**src/rtl/display_pkg.sv**
```systemverilog
// Shared constants for the multiplexed 6-digit clock display:
// active-low segment patterns and the blink field selector.
package display_pkg;

    localparam int NUM_DIGITS = 6;

    // Segment patterns are {g,f,e,d,c,b,a}, active-low
    localparam logic [6:0] SEG_0     = 7'h40;
    localparam logic [6:0] SEG_1     = 7'h79;
    localparam logic [6:0] SEG_2     = 7'h24;
    localparam logic [6:0] SEG_3     = 7'h30;
    localparam logic [6:0] SEG_4     = 7'h19;
    localparam logic [6:0] SEG_5     = 7'h12;
    localparam logic [6:0] SEG_6     = 7'h02;
    localparam logic [6:0] SEG_7     = 7'h78;
    localparam logic [6:0] SEG_8     = 7'h00;
    localparam logic [6:0] SEG_9     = 7'h10;
    localparam logic [6:0] SEG_DASH  = 7'h3F;
    localparam logic [6:0] SEG_BLANK = 7'h7F;

    typedef enum logic [1:0] {
        BLINK_NONE = 2'b00,
        BLINK_SEC  = 2'b01,
        BLINK_MIN  = 2'b10,
        BLINK_HOUR = 2'b11
    } blink_sel_e;

    // Which time field a digit slot belongs to (two digits per field)
    function automatic blink_sel_e field_of_digit(input logic [2:0] idx);
        case (idx)
            3'd0, 3'd1: return BLINK_SEC;
            3'd2, 3'd3: return BLINK_MIN;
            3'd4, 3'd5: return BLINK_HOUR;
            default:    return BLINK_NONE;
        endcase
    endfunction

endpackage

```
**src/rtl/bcd_to_seg7.sv**
```systemverilog
// Combinational BCD nibble to active-low 7-segment pattern; any
// non-decimal nibble is rendered as a dash.
module bcd_to_seg7
    import display_pkg::*;
(
    input  logic [3:0] bcd,
    output logic [6:0] seg
);

    always_comb begin
        seg = SEG_DASH;
        case (bcd)
            4'd0:    seg = SEG_0;
            4'd1:    seg = SEG_1;
            4'd2:    seg = SEG_2;
            4'd3:    seg = SEG_3;
            4'd4:    seg = SEG_4;
            4'd5:    seg = SEG_5;
            4'd6:    seg = SEG_6;
            4'd7:    seg = SEG_7;
            4'd8:    seg = SEG_8;
            4'd9:    seg = SEG_9;
            default: seg = SEG_DASH;
        endcase
    end

endmodule

```
**src/rtl/display_scan.sv**
```systemverilog
// Six-digit multiplexed HH.MM.SS display driver with per-frame time
// snapshot (no tearing) and selectable field blinking.
module display_scan
    import display_pkg::*;
#(
    parameter int SCAN_DIV     = 100000,
    parameter int BLINK_FRAMES = 250
) (
    input  logic       CP,
    input  logic       CLR,
    input  logic [7:0] hour,
    input  logic [7:0] min,
    input  logic [7:0] sec,
    input  logic [1:0] blink_sel,
    output logic [7:0] an,
    output logic [6:0] seg,
    output logic       dp
);

    localparam int PRE_W   = (SCAN_DIV > 1) ? $clog2(SCAN_DIV) : 1;
    localparam int FRAME_W = (BLINK_FRAMES > 1) ? $clog2(BLINK_FRAMES) : 1;
    localparam logic [PRE_W-1:0]   PRE_LAST   = PRE_W'(SCAN_DIV - 1);
    localparam logic [FRAME_W-1:0] FRAME_LAST = FRAME_W'(BLINK_FRAMES - 1);

    logic [PRE_W-1:0]   pre_reg;
    logic [2:0]         index_reg;
    logic [FRAME_W-1:0] frame_reg;
    logic               phase_reg;
    logic [23:0]        snap_reg;
    logic [7:0]         an_reg;
    logic [6:0]         seg_reg;
    logic               dp_reg;

    logic [7:0] an_next;
    logic [6:0] seg_next;
    logic       dp_next;
    logic       tick;
    logic       frame_end;
    logic       blank;
    logic [3:0] digit [8];
    logic [3:0] cur_digit;

    assign tick      = (pre_reg == PRE_LAST);
    assign frame_end = tick && (index_reg == 3'd5);

    // Snapshot is {hour,min,sec}, so digit n is simply nibble n
    generate
        for (genvar gi = 0; gi < 8; gi++) begin : g_digit
            if (gi < NUM_DIGITS) begin : g_used
                assign digit[gi] = snap_reg[gi*4 +: 4];
            end else begin : g_unused
                assign digit[gi] = 4'd0;
            end
        end
    endgenerate

    assign cur_digit = digit[index_reg];
    assign blank     = phase_reg && (blink_sel != BLINK_NONE) &&
                       (blink_sel == field_of_digit(index_reg));

    generate
        for (genvar gi = 0; gi < 8; gi++) begin : g_an
            if (gi < NUM_DIGITS) begin : g_digit_en
                assign an_next[gi] = !((index_reg == 3'(gi)) && !blank);
            end else begin : g_off
                assign an_next[gi] = 1'b1;
            end
        end
    endgenerate

    bcd_to_seg7 u_dec (
        .bcd (cur_digit),
        .seg (seg_next)
    );

    assign dp_next = !((index_reg == 3'd2) || (index_reg == 3'd4));

    always_ff @(posedge CP) begin
        if (CLR) begin
            pre_reg   <= '0;
            index_reg <= 3'd0;
            frame_reg <= '0;
            phase_reg <= 1'b0;
            snap_reg  <= {hour, min, sec};
            an_reg    <= 8'hFF;
            seg_reg   <= SEG_BLANK;
            dp_reg    <= 1'b1;
        end else begin
            an_reg  <= an_next;
            seg_reg <= seg_next;
            dp_reg  <= dp_next;
            if (tick) begin
                pre_reg   <= '0;
                index_reg <= (index_reg == 3'd5) ? 3'd0 : index_reg + 3'd1;
            end else begin
                pre_reg <= pre_reg + 1'b1;
            end
            // Frame boundary: fresh time for the next frame, advance blink timing
            if (frame_end) begin
                snap_reg <= {hour, min, sec};
                if (frame_reg == FRAME_LAST) begin
                    frame_reg <= '0;
                    phase_reg <= !phase_reg;
                end else begin
                    frame_reg <= frame_reg + 1'b1;
                end
            end
        end
    end

    assign an  = an_reg;
    assign seg = seg_reg;
    assign dp  = dp_reg;

endmodule
```
**config.mk**
```make
export PLATFORM = sky130hd
export DESIGN_NAME = display_scan
export DESIGN_NICKNAME = d
export VERILOG_FILES = /design/src/rtl/display_pkg.sv /design/src/rtl/bcd_to_seg7.sv /design/src/rtl/display_scan.sv
export SDC_FILE = /design/constraint.sdc
export NUM_CORES = 1
export LEC_CHECK = 0
export CAP_MARGIN = 10
export CORE_ASPECT_RATIO = 1.25
export CORE_MARGIN = 5
export CORE_UTILIZATION = 45
export CTS_CLUSTER_DIAMETER = 30
export CTS_CLUSTER_SIZE = 28
export DETAILED_ROUTE_END_ITERATION = 8
export PLACE_DENSITY = 0.68
export SETUP_SLACK_MARGIN = 0.5
export SLEW_MARGIN = 20
export SYNTH_ARGS = -nofsm -noshare
export SYNTH_HDL_FRONTEND = slang
export SYNTH_HIERARCHICAL = 1
export SYNTH_SLANG_ARGS = --single-unit
```
**constraint.sdc**
```tcl
create_clock -name CP -period 4.05 [get_ports CP]
set_input_delay 0.6075 -clock CP [delete_from_list [all_inputs] [get_ports CP]]
set_output_delay 0.6075 -clock CP [all_outputs]
set_load 0.03 [all_outputs]
```
Yosys cells after proc, flatten, opt, wreduce, memory -nomap -nowiden
Memories as Yosys holds them, arrays and structs flattened. A register that Yosys moved wholly into a read port is not among the register bits.
Index checks and enable logic that the tools add are counted.
{ "op_classes": {"n_addsub": 3, "n_mul": 0, "div": 0, "n_lt_le_gt_ge": 1, "n_eq_ne": 8, "n_shift": 0, "n_mux": 8, "n_bitwise": 1, "reduce_logical": 27} }
{ "op_table": {"columns": ["operator", "count"], "rows": [
  ["2-to-1 mux 24 bit", 2],
  ["adder 17 x 1 -> 17 bit (second input constant)", 1],
  ["== test 17 bit (second input constant)", 1],
  ["binary-select mux 4 bit (select 3 bit)", 1],
  ["logical AND 1 bit", 9],
  ["zero test 1 bit", 9],
  ["adder 8 x 1 -> 8 bit (second input constant)", 1],
  ["== test 8 bit (second input constant)", 1],
  ["2-to-1 mux 4 bit", 2],
  ["2-to-1 mux 8 bit", 1],
  ["OR reduction 2 bit", 4],
  ["== test 3 x 2 -> 1 bit (second input constant)", 2],
  ["== test 3 bit (second input constant)", 2],
  ["one-hot mux 2 bit (3 select lines)", 1],
  [">= comparator 4 bit (second input constant)", 1],
  ["NOT 3 -> 4 bit", 1],
  ["nonzero test 2 bit", 2],
  ["adder 3 x 1 -> 3 bit (second input constant)", 1],
  ["== test 3 x 1 -> 1 bit (second input constant)", 1],
  ["zero test 3 bit", 1],
  ["2-to-1 mux 3 bit", 1],
  ["== test 2 bit", 1],
  ["AND reduction 2 bit", 1],
  ["logical OR 1 bit", 1]
]} }
{ "totals": {"ff_bits": 62, "latch_bits": 0, "mem_bits_rw": 0, "rom_bits": 112, "in_bits": 28, "elab_cells": 57, "n_memories": 1} }
{ "memory_table": {"columns": ["name", "words", "width", "rd", "rd_ports_with_merged_regs", "wr", "line_no", "source"], "rows": [
  ["(no name shown)", 16, 7, 1, 1, 0, "bcd_to_seg7.sv:12", "case (bcd)"]
]} }

Longest topological paths before layout
{ "depth": {"ltp_word": 8, "depth_mapped": 9} }

Cells and area by module
The synthesis kept the hierarchy.
{ "by_module_without_submodules": {"columns": ["mod", "n_inst", "cells_each", "area_per_inst_um2"], "rows": [
  ["display_scan", 1, 261, 2891.5],
  ["bcd_to_seg7", 1, 31, 224.0]
]} }

Worst setup path before layout
No wires, ideal clock.
{ "synth_path": {"path_type": "reg-to-reg", "from": "reg index_reg[0]", "to": "reg seg_reg[3] (netlist: seg[3])", "arrival_time_ps": 2198, "t_required_ps": 3927, "setup_slack_ps": 1729, "stages_incl_launch_ff": 10, "path_buffers": 2, "path_cell_list": "dfxtp_1 buf_4 buf_1 mux2i_1 o21ai_0 inv_1 ha_1 and3b_1 a21oi_1 or2_2"} }
{ "synth_between": {"elab_chain_len": 4} }
{ "synth_lines": {"columns": ["item", "line_no", "source"], "rows": [
  ["start, declared", "display_scan.sv:26", "logic [2:0] index_reg;"],
  ["start signal, assigned", "display_scan.sv:94", "index_reg <= (index_reg == 3'd5) ? 3'd0 : index_reg + 3'd1;"],
  ["NOT 3 -> 4 bit (not written as such)", "display_scan.sv:57", "assign cur_digit = digit[index_reg];"],
  ["binary-select mux 4 bit (select 3 bit)", "display_scan.sv:57", null],
  ["2-to-1 mux 4 bit (not written as such) (2 in series)", "display_scan.sv:57", null],
  ["net cur_digit[1]", "display_scan.sv:41", "logic [3:0] cur_digit;"],
  ["end, declared", "display_scan.sv:31", "logic [6:0] seg_reg;"]
]} }
The timed path passes the listed nets, and every way through them passes these cells. The select of a mux whose other input is x is not followed.
A chain may end at the register's enable or synchronous reset.

Worst setup path in the final report
{ "layout_path": {"from": "reg index_reg[0]", "to": "reg seg_reg[2] (netlist: seg[2])"} }
Same word-level chain as after synthesis.

==> impl_metrics.json <==
{
  "outcome": "completed",
  "largest_register_ffs": 24,
  "cp-end-kind": "flop",
  "hold_violations": 0,
  "maxCapViolations": 0,
  "initial_core_util_pct": 45.5,
  "worst-path-buf-inv": 0,
  "yosysTopAreaCell": "dfxtp_1",
  "ys_warn_count": 6,
  "worstPathCellList": "mux4_2, nand2_1, o21ai_0, ha_1, nor3b_1, a21o_1, or2_2",
  "max-clock-path-buffers": 2,
  "cts.clk_slew.worst_paths_ns": 0.08,
  "fin_ws_ns": 1.26,
  "drt_iter0_markers": 154,
  "grt_max_degree": 25,
  "required_ns": 4.29,
  "grt_pass1_vias": 2176,
  "async_flop_share_pct": 0,
  "hp-start": "pre_reg[0]",
  "hold_class": "reg2reg",
  "drt-total-wl_um": 5780,
  "slowest_stage": "dfxtp_1",
  "cts_resized": 0,
  "routed_via_density": 5.30,
  "overflow": 0,
  "dpl.hpwl_um": 4120,
  "finalPower_mw": 1.40,
  "final_max_slew_viol_count": 0,
  "antennaDiodeCount": 0,
  "ys_ff_latch": 67,
  "slew_headroom_pct": 39.6,
  "synth_cell_types": 59,
  "grt_usage_pct": 14.4,
  "reg2reg_from": "index_reg[0]",
  "port_buffers": 41,
  "grtUsageMet2_pct": 24.1,
  "grt_pass1_wl_um": 9950,
  "ys.flop_type": "dfxtp_1",
  "clock_sinks": 67,
  "clk_latency_ns": 0.35,
  "synth_most_common_cell": "dfxtp_1",
  "clock_skew_ns": 0.00971,
  "cts_setup_buffers": 0,
  "rsz0062_at_grt": "no",
  "path_delay_family": "flip-flops",
  "n_fill_cell": 600,
  "tns_ns": 0,
  "fin_crit_sh_pct": 68.9,
  "cp.arrival_ns": 3.03,
  "ff_latch_area_um2": 1580,
  "final.min_clock_period_ns": 2.79,
  "boundaryPins": 44,
  "syn2layout_area_growth_pct": 21.0,
  "worstPathMaxFanout": 18,
  "antenna_found_initial": 0,
  "cts_inserted_buffers": 9,
  "dieHeight_um": 103,
  "avgSynthCellArea_um2": 10.7,
  "grtUsageMet1_pct": 16.8,
  "ir_drop_uv": 261,
  "htreeDepth": 3,
  "worstSetupPathType": "reg2reg",
  "holdBufCountCts": 0,
  "synthCells": 292,
  "die_w_um": 84.4,
  "synth_top_area_share_pct": 27.6,
  "rows": 34,
  "coreArea_um2": 6850,
  "multi_input_comb_area_um2": 1400,
  "drive_above_1_share_pct": 11.0,
  "worst_pin_slew_ns": 0.896,
  "place_ws_ns": 1.24,
  "vias": 2258,
  "dr.pass1.iters": 4,
  "ant_nets": 0,
  "gp_congestion": 0.768,
  "max_stage_delay_ns": 0.82,
  "syn_area_um2": 3120,
  "gr-max-usage-layer": "met2",
  "fmax_mhz": 358,
  "p_per_area_nw_per_um2": 370,
  "final_nets": 368,
  "wire_per_inst_um": 13.6,
  "yosys-top-cells-area": "dfxtp_1 28%, edfxtp_1 23%, ha_1 3.6%",
  "finalSetupViolations": 0,
  "cts_tree": "yes",
  "yosys-top-cells-count": "43 x dfxtp_1, 25 x nor2_1, 24 x edfxtp_1, 18 x nand2_1",
  "start_kind": "flop",
  "ys_seq_area_share_pct": 50.8,
  "die_area_um2": 8700,
  "cp-startpoint": "index_reg[0]",
  "utilization_pct": 55.1,
  "drc": 0,
  "p_leak_nw": 1.34,
  "synth_edf_count": 24,
  "cts_root_buffer": "clkbuf_8",
  "use_met3_pct": 4.88
}
-- cell families after synthesis --
logic type               Yosys count  synth area share (%)
XOR/XNOR                          13                  3.65
buffers and inverters             28                  4.50
adder cells (fa/ha/maj)            9                  3.61
other                              1                 0.120
flip-flops                        67                  50.8
AO/OA/AOI/OAI                     54                  11.4
multiplexers                       9                  4.50
AND/OR/NAND/NOR                  111                  21.5
-- metrics by stage --
stage / instances / hold slack [ns] / cell area, µm²
final: 426 / 0.466 / 3770
after CTS: 426 / 0.475 / 3770
after detailed placement: 410 / 0.457 / 3560
after floorplan: 293 / 0.426 / 3120
after global placement: 410 / 0.440 / 3560
after global routing: 426 / 0.494 / 3770
-- report_power, final --
group          switching (mW)  total (mW)  internal, mW
Combinational          0.0490       0.100        0.0514
Sequential            0.00642       0.725         0.719
Clock                   0.276       0.569         0.294
-- layout make-up --
class                   instances  share of cell area [%]
multi-input cells             198                    37.2
clock inverters                 7                    2.16
flip-flops and latches         67                    41.9
inverters                      12                    1.19
clock buffers                   9                    3.28
well taps                      90                    2.99
repair buffers                 43                    11.3
-- routing by layer --
metal | vias up | wire length, µm
met5 | - | 0
met4 | 0 | 89
met3 | 7 | 329
li1 | 1149 | -
met2 | 51 | 2830
met1 | 1051 | 2530
-- cell usage in the layout, fill, tap and decap left out, types with 3 or more instances in the layout --
cell type         n
clkbuf_8          9
and3_1            6
or2_2             7
edfxtp_1         24
xor2_1           11
clkdlybuf4s50_1  41
nand2_1          18
and4_1            4
inv_6             4
mux2i_1           5
nor2_1           25
and3b_1           3
nand4_1          10
and2_1            4
mux4_2            4
ha_1              9
o31ai_1           4
nand4b_1          3
nand3_1           9
inv_1            12
o311ai_0          3
a21oi_1          14
dfxtp_1          43
o211ai_1          4
o21ai_0          13
-- worst register-to-register path, cell delays in order (launching register included) --
cell	delay, ns
dfxtp_1	0.82
mux4_2	0.61
nand2_1	0.09
o21ai_0	0.26
ha_1	0.32
nor3b_1	0.14
a21o_1	0.18
or2_2	0.26
-- worst paths after layout --
path	end	slack, ns	depth (start not counted)
max	seg[2]	1.26	7
min	pre_reg[0]	0.47	1
max reg2reg	seg[2]	1.26	7
min reg2reg	pre_reg[0]	0.47	1
No activity file was read; power rests on OpenSTA's default activity.
